`src/rtl/adder_seq.sv`:
```
// Multi-cycle WIDTH-bit add/subtract unit: one CHUNK-bit carry-lookahead slice is iterated
// LSB chunk first, with the inter-chunk carry held in a flop. Valid/ready on both sides.
module adder_seq #(
  parameter int unsigned WIDTH = 32,
  parameter int unsigned CHUNK = 4
) (
  input  logic             clk,
  input  logic             reset,
  input  logic             in_valid,
  output logic             in_ready,
  input  logic [WIDTH-1:0] a,
  input  logic [WIDTH-1:0] b,
  input  logic             carry_in,
  input  logic             sub,
  output logic             out_valid,
  input  logic             out_ready,
  output logic [WIDTH-1:0] sum,
  output logic             carry_out,
  output logic             overflow,
  output logic             zero
);

  localparam int unsigned N    = WIDTH / CHUNK;
  localparam int unsigned CntW = (N > 1) ? $clog2(N) : 1;

  if (CHUNK == 0 || CHUNK > WIDTH || (WIDTH % CHUNK) != 0) begin : g_bad_param
    $error("adder_seq: WIDTH must be a non-zero multiple of CHUNK");
  end

  typedef enum logic [1:0] {StIdle, StRun, StDone} state_e;

  state_e            state_q, state_d;
  logic [WIDTH-1:0]  a_q, a_d, b_q, b_d, sum_q, sum_d;
  logic              carry_q, carry_d, cout_q, cout_d, ovf_q, ovf_d, zero_q, zero_d;
  logic [CntW-1:0]   cnt_q, cnt_d;

  logic [CHUNK-1:0]  ca, cb, cp, cg, cs;
  logic [CHUNK:0]    cc;
  logic              pp;

  // Chunk slice: each carry is a flat sum of generate terms gated by the propagate chain
  // below them, so no carry depends on a lower-order carry output.
  always_comb begin
    ca    = a_q[cnt_q*CHUNK +: CHUNK];
    cb    = b_q[cnt_q*CHUNK +: CHUNK];
    cp    = ca ^ cb;
    cg    = ca & cb;
    cc    = '0;
    pp    = 1'b0;
    cc[0] = carry_q;
    for (int i = 0; i < CHUNK; i++) begin
      cc[i+1] = cg[i];
      pp      = cp[i];
      for (int j = i - 1; j >= 0; j--) begin
        cc[i+1] = cc[i+1] | (pp & cg[j]);
        pp      = pp & cp[j];
      end
      cc[i+1] = cc[i+1] | (pp & carry_q);
    end
    cs = cp ^ cc[CHUNK-1:0];
  end

  always_comb begin
    state_d = state_q;
    a_d     = a_q;
    b_d     = b_q;
    sum_d   = sum_q;
    carry_d = carry_q;
    cout_d  = cout_q;
    ovf_d   = ovf_q;
    zero_d  = zero_q;
    cnt_d   = cnt_q;
    unique case (state_q)
      StIdle: begin
        if (in_valid) begin
          a_d     = a;
          b_d     = sub ? ~b : b;
          carry_d = sub | carry_in;
          cnt_d   = '0;
          state_d = StRun;
        end
      end
      StRun: begin
        sum_d[cnt_q*CHUNK +: CHUNK] = cs;
        carry_d = cc[CHUNK];
        cnt_d   = cnt_q + 1'b1;
        if (cnt_q == CntW'(N - 1)) begin
          cout_d  = cc[CHUNK];
          ovf_d   = cc[CHUNK] ^ cc[CHUNK-1];
          zero_d  = (sum_d == '0);
          state_d = StDone;
        end
      end
      StDone: begin
        if (out_ready) state_d = StIdle;
      end
      default: state_d = StIdle;
    endcase
  end

  always_ff @(posedge clk or posedge reset) begin
    if (reset) begin
      state_q <= StIdle;
      a_q     <= '0;
      b_q     <= '0;
      sum_q   <= '0;
      carry_q <= 1'b0;
      cout_q  <= 1'b0;
      ovf_q   <= 1'b0;
      zero_q  <= 1'b0;
      cnt_q   <= '0;
    end else begin
      state_q <= state_d;
      a_q     <= a_d;
      b_q     <= b_d;
      sum_q   <= sum_d;
      carry_q <= carry_d;
      cout_q  <= cout_d;
      ovf_q   <= ovf_d;
      zero_q  <= zero_d;
      cnt_q   <= cnt_d;
    end
  end

  assign in_ready  = (state_q == StIdle);
  assign out_valid = (state_q == StDone);
  assign sum       = sum_q;
  assign carry_out = cout_q;
  assign overflow  = ovf_q;
  assign zero      = zero_q;

`ifdef FORMAL
  logic c0_q;
  always_ff @(posedge clk or posedge reset) begin
    if (reset) c0_q <= 1'b0;
    else if (state_q == StIdle && in_valid) c0_q <= sub | carry_in;
  end
  assert property (@(posedge clk) disable iff (reset)
    (state_q == StDone) |->
      ({cout_q, sum_q} == ({1'b0, a_q} + {1'b0, b_q} + (WIDTH + 1)'(c0_q))));
`endif

endmodule
```
`config.mk`:
```
export PLATFORM = sky130hd
export DESIGN_NAME = adder_seq
export DESIGN_NICKNAME = d
export VERILOG_FILES = /design/src/rtl/adder_seq.sv
export SDC_FILE = /design/constraint.sdc
export NUM_CORES = 1
export LEC_CHECK = 0
export BUFFER_PORTS_ARGS = -buffer_cell sky130_fd_sc_hd__buf_2
export CAP_MARGIN = 20
export CORE_MARGIN = 2
export CORE_UTILIZATION = 55
export DETAILED_ROUTE_END_ITERATION = 12
export PLACE_DENSITY = 0.78
export SLEW_MARGIN = 20
export SYNTH_ARGS = -nofsm -noshare
export SYNTH_HDL_FRONTEND = slang
export SYNTH_SLANG_ARGS = --single-unit
```
`constraint.sdc`:
```
create_clock -name clk -period 6.2 [get_ports clk]
set_clock_uncertainty 0.05 [all_clocks]
set_input_delay 0.62 -clock clk [delete_from_list [all_inputs] [get_ports clk]]
set_output_delay 0.62 -clock clk [all_outputs]
set_load 0.05 [all_outputs]
```
After elaboration in Yosys (flattened, before gate mapping) --
Index checks and enable logic that the tools add are counted.
Word-level totals: register bits after elaboration 105, output and inout bits 37, bits of input ports 70, logic and storage cells 70
Operators by class: add/sub/neg operators 2, bitwise logic cells 32, multiplexer cells 10, reductions and logical operators 7, shift-type cells 4, eq/ne operators 6
Operators by type and width (count):
- indexed part select 32 x 6 -> 4 bit | 2
- negator 5 -> 34 bit | 1
- variable shift 4 x 34 -> 32 bit, first input constant | 1
- indexed part select 4 x 34 -> 32 bit | 1
- bitwise mux 32 bit | 1
- logical NOT 32 bit | 1
- two-way mux 32 bit | 1
- NOT 32 bit | 1
- AND 1 bit | 16
- OR 1 bit | 11
- XOR 4 bit | 2
- two-way mux 2 bit | 3
- one-hot mux 2 bit (3 select lines) | 1
- one-hot mux 3 bit (2 select lines) | 1
- AND reduction 2 bit | 3
- AND 4 bit | 1
- inequality test 2 bit, second input constant | 2
- adder 3 x 1 -> 3 bit, second input constant | 1
- == test 3 bit, second input constant | 1
- two-way mux 3 bit | 1
- AND reduction 3 bit | 1
- == test 2 x 1 -> 1 bit, second input constant | 1
- == test 2 bit, second input constant | 1
- logical NOT 2 bit | 1
- 5 further kinds | 5

Longest topological paths before layout --
Gate-level depths: netlist of the first run.
depth after elaboration 10, gate-level depth with buffers 12, mapped depth without buffers 10

Least setup slack after synthesis of the first run --
Ideal clock, no wire load.
path kind reg2reg, from register cnt_q[0], to register zero_q, in the netlist zero, period minus slack after synthesis 3499 ps, data arrival time 3381 ps, data required time 6082 ps, library setup time 68 ps, stages on the path, launching flop included 13, buffers on the path 2, slack 2701 ps, cell sequence dfrtp_1 clkbuf_1 clkbuf_1 mux4_2 nand2_1 nand2_1 fa_1 xnor2_1 nor2_1 nor3_1 a31oi_1 nor4_1 a32o_1
Between the ends: longest elaborated chain between the ends 10, elaborated cells between the ends (all ways) 27, classes of those cells add/sub: 1; eq/ne: 1; shift: 4; mux: 1; bitwise: 18; reduce/logical: 2
RTL lines:
- start: declaration | RTL line 35 | logic [CntW-1:0] cnt_q, cnt_d;
- start signal: assignment | RTL line 121 | cnt_q <= cnt_d;
- indexed part select 32 x 6 -> 4 bit (on tied branches) | RTL line 44, 45
- XOR 4 bit / AND 4 bit (equally long branches) | RTL line 46, 47
- AND 1 bit (on tied branches) | RTL line 55, 56
- OR 1 bit, or another cell as far along | RTL line 55 | cc[i+1] = cc[i+1] | (pp & cg[j]);
- OR 1 bit / AND 1 bit (equally long branches) | RTL line 55, 58
- OR 1 bit | RTL line 58 | cc[i+1] = cc[i+1] | (pp & carry_q);
- XOR 4 bit | RTL line 60 | cs = cp ^ cc[CHUNK-1:0];
- indexed part select 4 x 34 -> 32 bit | RTL line 84 | sum_d[cnt_q*CHUNK +: CHUNK] = cs;
- bitwise mux 32 bit | RTL line 84
- logical NOT 32 bit | RTL line 90 | zero_d = (sum_d == '0);
- end signal: assignment | RTL line 120 | zero_q <= zero_d;
- end: declaration | RTL line 34 | logic carry_q, carry_d, cout_q, cout_d, ovf_q, ovf_d, zero_q, zero_d;
Several ways; a longest one is shown, not always the timed one. A chain may end at the register's enable or synchronous reset.

Worst setup path in the final report of the first run --
Same ends and word-level chain as after synthesis.

==> flow_metrics.py, run 1 <==
metrics = {
    "yosys": {
        "netlist.top_cell.by_area": "dfrtp_1",
        "synth_top_area_share_pct": 48.96,
        "synth-seq-area-share_pct": 48.96,
        "synth_enable_flop_cells": 0,
        "yosysWarningCount": 0,
        "post_synth.cell_area_avg_sq_um": 9.775,
        "synth_nets": 632,
        "ys_ff_latch": 105,
        "yosys_most_used_dff": "dfrtp_1",
        "netlist_top_cells_area": "dfrtp_1 (49%), nand2_1 (13%), mux4_2 (6.7%), xnor2_1 (5.5%), o21ai_0 (5.2%)",
        "number_of_unique_standard_cell_types_used_by_synthesis": 43,
        "synthesis.instances": 549,
        "async_flop_share_pct": 100.0,
        "post_synth_instance_area_sq_um": 5366,
    },
    "cells_and_area": {
        "mostFrequentLayoutCells": "nand2_1 (179), buf_2 (106), dfrtp_1 (105)",
        "num-nets-final": 722,
        "mostFrequentLayoutCell": "nand2_1",
        "area_growth_syn_to_layout_pct": 16.04,
        "finalCoreUtilization_pct": 64.60,
        "fraction_of_layout_instances_using_a_drive_strength_above_1_pct": 26.71,
        "antenna_cells_inserted": 0,
    },
    "clock_tree": {
        "clock_insertion_delay_worst_skew_ps": 370,
        "h-tree-depth": 3,
        "path_clk_slew_ps": 100,
        "numCtsBuffers": 9,
        "number_of_setup_buffers_added_after_cts": 0,
        "cts_tree": "done",
        "cts_resized": 0,
        "numClockSinks": 105,
        "clk_path_buf_depth": 2,
        "clock-root-buffer": "clkbuf_8",
        "count_of_hold_buffers_inserted_by_post_cts_repair": 0,
    },
    "timing": {
        "setup-tns-final_ps": 0,
        "grt_setup_unrepaired": "false",
        "worst_slack_ps": 2194,
        "max_freq_ghz": 0.2496,
        "min_period_over_period_pct": 64.61,
        "headroom_to_the_max_slew_limit_pct": 33.06,
        "worst_pin_slew_ps": 1004,
        "report.final.hold_viol_count": 0,
        "timing.final.setup_violations": 0,
        "period_needed_ps": 4006,
        "final_max_slew_viol_count": 0,
    },
    "worst_hold_path": {
        "path_type_of_the_worst_min_delay_path": "input pin to async pin",
    },
    "routing": {
        "postRouteAntennaNets": 0,
        "met3WireLength_um": 603,
        "wl_met1_um": 5152,
        "detail_routed_via_count_per_cell": 5.386,
        "vias": 4185,
        "routed-wl-met2_um": 5838,
        "dr.first_iter.drc_count": 212,
        "postRouteWirelength_um": 11780,
        "detailedRoute.firstPassIterationCount": 5,
        "drc": 0,
        "max_layer_used": "met4",
        "wl_per_cell_um": 15.16,
    },
    "pwr": {
        "power.density_cell_area_nw_per_um2": 613.9,
        "worst_ir_drop_vdd_mv": 0.3022,
        "leakage_power_total_nw": 3.109,
    },
    "flow_run": {
        "cap_violations": 0,
    },
    "global_route": {
        "initial_antenna_violation_count": 0,
        "grt_pass1_wl_um": 19750,
        "congestion_overflow_gr": 0,
        "grt_max_degree": 99,
        "track_usage_pct": 24.25,
        "first_global_vias": 4151,
    },
    "die": {
        "die_h_um": 102.8,
        "fp.dieArea_sq_um": 10560,
        "die_width_um": 102.8,
        "core_area_sq_um": 9639,
        "initial_utilization_pct": 55.67,
        "num_rows": 36,
        "design.portCount": 107,
    },
    "worst_setup_path": {
        "worst_setup_path_start_kind": "flop",
        "worst-endpoint-arrival_ps": 4260,
        "crit_path_end_kind": "flop",
        "timing.critical_path.required_ps": 6460,
        "worstPathMaxFanout": 24,
        "critical_path_class": "flop to flop",
    },
    "placed_design": {
        "place_worst_setup_slack_ps": 2205,
        "port_buffers": 106,
        "hpwlAfterDp_um": 8650,
        "place_congestion": 0.9157,
    },
    "status": {
        "outcome": "completed",
    },
}
[through the flow]
stage                     hold WS, ps  cell area, sq um  total power, mW  instances
after global routing            297.0              6227            4.111        777
after floorplan                 390.3              5366            2.763        549
after CTS                       274.3              6226            3.831        777
after global placement          407.1              5974            3.256        761
final                           261.8              6227            3.823        777
after detailed placement        411.0              5974            3.310        761
[logic make-up after synthesis]
kind of cell | count (synthesis) | share of synthesized area, %
AND/OR/NAND/NOR | 236 | 18.42
flip-flops | 105 | 48.96
multiplexers | 43 | 12.33
XOR/XNOR | 37 | 6.039
adder cells (fa/ha/maj) | 13 | 3.171
AO/OA/AOI/OAI | 78 | 8.417
buffers and inverters | 37 | 2.658
[cells in the mapped netlist, types with 2 or more instances]
| library cell | number |
|---|---|
| clkbuf_1 | 25 |
| xnor2_1 | 34 |
| buf_2 | 3 |
| mux2_2 | 24 |
| o21ai_0 | 56 |
| buf_1 | 2 |
| nand3_1 | 3 |
| nand3b_1 | 3 |
| inv_1 | 7 |
| a211oi_1 | 3 |
| a31oi_1 | 3 |
| xor2_1 | 3 |
| dfrtp_1 | 105 |
| nor2b_1 | 3 |
| mux4_2 | 16 |
| o31ai_1 | 4 |
| nand2b_1 | 4 |
| nor2_1 | 22 |
| mux2i_1 | 2 |
| nor3_1 | 9 |
| nor4_1 | 5 |
| a21oi_1 | 2 |
| ha_1 | 12 |
| nand2_1 | 180 |
[cell type report]
| type | instances | area (sq um) |
|---|---|---|
| inverter | 7 | 28.78 |
| multi-input combinational | 407 | 2600 |
| sequential | 105 | 2628 |
| tap | 133 | 166.4 |
| timing repair buffer | 109 | 553.0 |
| clock buffer | 10 | 137.6 |
| fill | 832 | 3412 |
| clock inverter | 6 | 113.9 |
[power breakdown]
| part | leakage [nW] | switching [mW] | internal (mW) | total, mW |
|---|---|---|---|---|
| logic | 1.64 | 1.35 | 0.749 | 2.10 |
| clock network | 0.119 | 0.236 | 0.281 | 0.517 |
| registers | 1.35 | 0.232 | 0.976 | 1.21 |
[registers in the layout, indices dropped and copies added (netlist names)]
register and flops:
b_q 32, carry_out 1, cnt_q 3, state_q 2, a_q 32, sum 32, zero 1, overflow 1
carry_q 1
[metal layers]
layer / vias to the layer above / GRT usage [%]
met4: 0 / 7.389
met3: 16 / 4.814
met5: - / 0
li1: 2036 / -
met1: 2019 / 32.77
met2: 114 / 40.12
[worst paths after layout]
path | slack [ps] | end | cells after the start | startpoint
worst max-delay path | 2190 | zero | 11 | cnt_q[0]
worst min-delay path | 260 | a_q[18] | 2 | reset
worst max register to register | 2190 | zero | 11 | cnt_q[0]
worst min register to register | 430 | a_q[3] | 2 | a_q[3]
max in group asynchronous | 4700 | sum[14] | 3 | reset
min in group clk | 380 | state_q[1] | 2 | out_ready
[worst max-delay path, cell delays in order (launching register included)]
cell     delay (ps)
dfrtp_1         690
buf_4           410
mux4_2          550
nand2_1          80
nand2_1         110
fa_1            390
xnor2_1         680
nor2_1          180
nor3_1          240
a31oi_1          60
nor4_1          290
a32o_1          200
Note: power is estimated with default switching activity, not from simulation.
==> inputs of run 2 (changes only) <==
--- a/config.mk
+++ b/config.mk
@@ -8,9 +8,9 @@
 export BUFFER_PORTS_ARGS = -buffer_cell sky130_fd_sc_hd__buf_2
 export CAP_MARGIN = 20
 export CORE_MARGIN = 2
-export CORE_UTILIZATION = 55
+export CORE_UTILIZATION = 50
 export DETAILED_ROUTE_END_ITERATION = 12
-export PLACE_DENSITY = 0.78
+export PLACE_DENSITY = 0.74
 export SLEW_MARGIN = 20
 export SYNTH_ARGS = -nofsm -noshare
 export SYNTH_HDL_FRONTEND = slang
==> constraint.sdc (replaced) <==
create_clock -name clk -period 3.4 [get_ports clk]
set_clock_uncertainty 0.05 [all_clocks]
set_input_delay 0.34 -clock clk [delete_from_list [all_inputs] [get_ports clk]]
set_output_delay 0.34 -clock clk [all_outputs]
set_load 0.05 [all_outputs]
==> flow_metrics.py, run 2 (synthesis results as in run 1) <==
metrics = {
    "worst_hold_path": {
        "holdCritStartpoint": "a[17]",
        "path_type_of_the_worst_min_delay_path": "input pin to flop",
        "hold_path_depth": 3,
        "hold_end": "a_q[17]",
    },
    "die": {
        "num_rows": 37,
        "die_h_um": 107.6,
        "design.portCount": 107,
        "fp.dieArea_sq_um": 11580,
        "core_area_sq_um": 10370,
        "die_width_um": 107.6,
        "initial_utilization_pct": 51.75,
    },
    "timing": {
        "final_max_slew_viol_count": 0,
        "worst_pin_slew_ps": 890.4,
        "period_needed_ps": 3211,
        "headroom_to_the_max_slew_limit_pct": 40.64,
        "report.final.hold_viol_count": 0,
        "timing.final.setup_violations": 0,
        "min_period_over_period_pct": 94.45,
        "grt_setup_unrepaired": "true",
        "max_freq_ghz": 0.3114,
    },
    "placed_design": {
        "port_buffers": 106,
        "place_congestion": 0.9121,
        "hpwlAfterDp_um": 9181,
        "post-place-cells": 775,
    },
    "cells_and_area": {
        "mostFrequentLayoutCells": "nand2_1 (179), buf_2 (106), dfrtp_1 (105)",
        "post_layout_nonfiller_instances": 792,
        "filler_cell_count_in_the_final_layout": 892,
        "area_growth_syn_to_layout_pct": 17.09,
        "regArea_sq_um": 2628,
        "fraction_of_layout_instances_using_a_drive_strength_above_1_pct": 27.74,
        "antenna_cells_inserted": 0,
        "finalCoreUtilization_pct": 60.59,
        "multiInputGateArea_sq_um": 2599,
        "num-nets-final": 734,
        "mostFrequentLayoutCell": "nand2_1",
    },
    "global_route": {
        "first_global_vias": 4318,
        "congestion_overflow_gr": 0,
        "track_usage_pct": 23.13,
        "grt_max_degree": 99,
        "grt_pass1_wl_um": 20930,
        "initial_antenna_violation_count": 0,
    },
    "clock_tree": {
        "cts_tree": "done",
        "clk_path_buf_depth": 2,
        "cts_resized": 0,
        "clock_insertion_delay_worst_skew_ps": 380,
        "h-tree-depth": 3,
        "clock-root-buffer": "clkbuf_8",
        "path_clk_slew_ps": 100,
        "numCtsBuffers": 9,
        "numClockSinks": 105,
    },
    "routing": {
        "detail_routed_via_count_per_cell": 5.251,
        "detailedRoute.firstPassIterationCount": 4,
        "dr.first_iter.drc_count": 227,
        "postRouteWirelength_um": 12430,
        "wl_per_cell_um": 15.69,
        "vias": 4159,
        "drc": 0,
        "postRouteAntennaNets": 0,
    },
    "worst_setup_path": {
        "critical_path_class": "flop to flop",
        "most_prevalent_standard_cell_on_the_critical_path": "nand2_1",
        "rr_endpoint": "zero",
        "crit_path_top_delay_cell": "mux4_2",
        "critPathTopFamily": "compound AO/OA/AOI/OAI gates",
        "worst_setup_path_start_kind": "flop",
        "worst-endpoint-arrival_ps": 3430,
        "crit_path_end_kind": "flop",
        "timing.reg2reg.worst_path_depth": 11,
        "worstPathMaxFanout": 9,
        "setup.reg_to_reg.worst_slack_ps": 190,
        "timing.critical_path.required_ps": 3620,
        "worst_path_largest_cell_delay_ps": 510,
        "critical_path.n_buffers_inverters": 1,
        "worstPathCellList": "buf_4 -> mux4_2 -> nand2_1 -> nand2_1 -> ha_1 -> a211oi_1 -> nor2_1 -> xor2_1 -> nor4_1 -> o211a_1 -> a32o_1",
        "regToRegStartpoint": "cnt_q[0]",
    },
    "flow_run": {
        "cap_violations": 0,
    },
    "status": {
        "outcome": "completed",
    },
    "pwr": {
        "power.density_cell_area_nw_per_um2": 1123,
        "leakage_power_total_nw": 3.157,
        "worst_ir_drop_vdd_mv": 0.5710,
    },
}
run 2: layer usage:
layer,GRT usage (%),part of all wire [%]
met1,31.43,44
met2,37.83,49
met3,4.056,4.7
met4,7.509,1.8
met5,0,0
run 2: final cells by class:
cell class / instances / share of cell area [%]
Sequential cell: 105 / 41.82
Clock inverter: 5 / 0.9757
Multi-Input combinational cell: 407 / 41.36
Inverter: 7 / 0.4580
Tap cell: 136 / 2.708
Clock buffer: 11 / 2.409
Timing Repair Buffer: 121 / 10.27
run 2: metrics by stage:
| step | cell area [sq um] | power (mW) | setup slack [ps] | setup TNS [ps] | hold slack [ps] |
|---|---|---|---|---|---|
| 3_5_place_dp | 6061 | 6.238 | 243.3 | 0 | 381.7 |
| 3_3_place_gp | 6061 | 6.125 | 263.6 | 0 | 371.4 |
| 5_1_grt | 6284 | 7.610 | -63.19 | -188.7 | 80.15 |
| 2_1_floorplan | 5368 | 5.040 | 0.1319 | 0 | 390.3 |
| 4_1_cts | 6284 | 7.072 | 227.6 | 0 | 93.77 |
| 6_report | 6284 | 7.059 | 188.8 | 0 | 100.4 |
run 2: worst max path at each step:
stage / to / cells past startpoint / start / slack [ps]
3_3_place_gp: sum[15] / 11 / cnt_q[0] / 260
5_1_grt: sum[15] / 11 / cnt_q[0] / -60
6_report: zero / 11 / cnt_q[0] / 190
2_1_floorplan: zero / 12 / cnt_q[0] / 0.1
4_1_cts: zero / 11 / cnt_q[0] / 230
3_5_place_dp: zero / 11 / cnt_q[0] / 240
run 2: what timing repair did:
action                                  CTS  global route
hold buffers                              1             0
endpoints found under the setup margin    0             3
hold endpoints to repair                 42             0
setup buffers                             0             0
run 2: worst min-delay path: stages:
cell and delay [ps]:
buf_2 80, nand2_1 40, nand2_1 40
run 2: where the power goes:
| part | internal [mW] | switching (mW) | leakage (nW) |
|---|---|---|---|
| Clock | 0.387 | 0.445 | 0.110 |
| Combinational | 1.51 | 2.61 | 1.70 |
| Sequential | 1.78 | 0.324 | 1.35 |
==> inputs of run 3 (changes only) <==
--- a/config.mk
+++ b/config.mk
@@ -5,7 +5,7 @@
 export SDC_FILE = /design/constraint.sdc
 export NUM_CORES = 1
 export LEC_CHECK = 0
-export BUFFER_PORTS_ARGS = -buffer_cell sky130_fd_sc_hd__buf_2
+export BUFFER_PORTS_ARGS = -buffer_cell sky130_fd_sc_hd__buf_4
 export CAP_MARGIN = 20
 export CORE_MARGIN = 2
 export CORE_UTILIZATION = 50
==> flow_metrics.py, run 3 (synthesis results as in run 1) <==
metrics = {
    "die": {
        "design.portCount": 107,
        "num_rows": 37,
        "fp.dieArea_sq_um": 11580,
        "die_h_um": 107.6,
        "initial_utilization_pct": 51.75,
        "die_width_um": 107.6,
        "core_area_sq_um": 10370,
    },
    "worst_setup_path": {
        "crit_path_end_kind": "flop",
        "worst-endpoint-arrival_ps": 3390,
        "critical_path_class": "flop to flop",
        "worst_path_largest_cell_delay_ps": 510,
        "worst_setup_path_start_kind": "flop",
        "worstPathCellList": "buf_4 -> mux4_2 -> nand2_1 -> nand2_1 -> ha_1 -> o21ai_0 -> o21bai_1 -> xor2_1 -> nand2b_1 -> nor3_1 -> mux2_2",
        "critical_path.n_buffers_inverters": 1,
        "worstPathMaxFanout": 9,
        "most_prevalent_standard_cell_on_the_critical_path": "nand2_1",
        "crit_path_top_delay_cell": "mux4_2",
        "critPathTopFamily": "multiplexers",
        "timing.critical_path.required_ps": 3660,
    },
    "global_route": {
        "congestion_overflow_gr": 0,
        "track_usage_pct": 22.76,
        "first_global_vias": 4412,
        "grt_pass1_wl_um": 20910,
        "grt_max_degree": 99,
        "initial_antenna_violation_count": 0,
    },
    "cells_and_area": {
        "fraction_of_layout_instances_using_a_drive_strength_above_1_pct": 27.74,
        "finalCoreUtilization_pct": 63.22,
        "mostFrequentLayoutCell": "nand2_1",
        "regArea_sq_um": 2628,
        "mostFrequentLayoutCells": "nand2_1 (179), buf_4 (122), dfrtp_1 (105)",
        "filler_cell_count_in_the_final_layout": 893,
        "antenna_cells_inserted": 0,
        "area_growth_syn_to_layout_pct": 22.17,
        "multiInputGateArea_sq_um": 2599,
        "num-nets-final": 736,
    },
    "placed_design": {
        "place_congestion": 0.9197,
        "hpwlAfterDp_um": 9276,
        "port_buffers": 106,
    },
    "clock_tree": {
        "clock-root-buffer": "clkbuf_8",
        "clock_insertion_delay_worst_skew_ps": 370,
        "path_clk_slew_ps": 110,
        "numCtsBuffers": 9,
        "clk_path_buf_depth": 2,
        "cts_tree": "done",
        "numClockSinks": 105,
        "h-tree-depth": 3,
    },
    "timing": {
        "worst_pin_slew_ps": 847.2,
        "setup-tns-final_ps": 0,
        "max_freq_ghz": 0.3192,
        "hold_ws_ps": 96.23,
        "period_needed_ps": 3133,
        "timing.final.setup_violations": 0,
        "report.final.hold_viol_count": 0,
        "grt_setup_unrepaired": "false",
        "final_max_slew_viol_count": 0,
        "min_period_over_period_pct": 92.14,
        "headroom_to_the_max_slew_limit_pct": 43.52,
    },
    "worst_hold_path": {
        "path_type_of_the_worst_min_delay_path": "input pin to flop",
    },
    "routing": {
        "postRouteWirelength_um": 12410,
        "detail_routed_via_count_per_cell": 5.367,
        "postRouteAntennaNets": 0,
        "dr.first_iter.drc_count": 199,
        "wl_per_cell_um": 15.67,
        "drc": 0,
        "vias": 4251,
        "detailedRoute.firstPassIterationCount": 5,
    },
    "pwr": {
        "worst_ir_drop_vdd_mv": 0.5217,
        "leakage_power_total_nw": 3.221,
        "power.density_cell_area_nw_per_um2": 1104,
    },
    "flow_run": {
        "cap_violations": 0,
    },
    "status": {
        "outcome": "completed",
    },
}
## run 3: cell types whose count changed in the layout (fill, tap and decap cells not counted), sizes merged
cell and delta:
buf +2, bufinv +1, clkbuf -2, clkinv -1
clkinvlp +1, inv -1
## run 3: what timing repair did
action,CTS,global route
gates resized for setup,0,0
setup buffers,0,0
hold endpoints to repair,13,0
hold buffers,1,0
## run 3: path summary, 6_finish.rpt
kind / start / end / slack [ps] / depth (start not counted)
worst max register to register: cnt_q[0] / sum[31] / 270 / 11
max in group asynchronous: reset / sum[1] / 1920 / 4
worst min register to register: a_q[8] / a_q[8] / 430 / 2
min in group asynchronous: reset / a_q[23] / 520 / 3
worst max-delay path: cnt_q[0] / sum[31] / 270 / 11
worst min-delay path: a[23] / a_q[23] / 100 / 3
## run 3: through the flow
stage / std cells / total power [mW] / cell area, sq um / worst slack (ps)
after floorplan: 549 / 5.040 / 5368 / 0.1319
after global placement: 777 / 6.308 / 6341 / 334.7
after detailed placement: 777 / 6.402 / 6341 / 289.2
after CTS: 792 / 7.236 / 6556 / 257.1
after global routing: 792 / 7.761 / 6556 / 12.26
final: 792 / 7.239 / 6556 / 267.2
## run 3: final cells by class
| type | instances | share of cell area (%) |
|---|---|---|
| clock buffers | 9 | 1.889 |
| repair buffers | 123 | 14.12 |
| flip-flops and latches | 105 | 40.08 |
| inverters | 7 | 0.4389 |
| clock inverters | 5 | 1.240 |
| well taps | 136 | 2.595 |
| multi-input cells | 407 | 39.64 |
## run 3: worst min-delay path, stage by stage
cell and delay (ps):
buf_4 80, nand2_1 40, nand2_1 40
## run 3: metal layers
metal  part of all wire (%)  wire length [um]  track usage (%)  vias to the layer above
met5                      0                 0                0                        -
met4                    1.2               152            6.319                        0
met3                    5.0               619            3.995                       14
met2                     49              6106            37.87                      119
met1                     45              5533            30.82                     2064
li1                       -                 -                -                     2054
## run 3: where the power goes
part	switching (mW)	internal [mW]	total (mW)	leakage (nW)
Clock	0.428	0.409	0.837	0.102
Combinational	2.63	1.66	4.29	1.77
Sequential	0.334	1.78	2.12	1.35
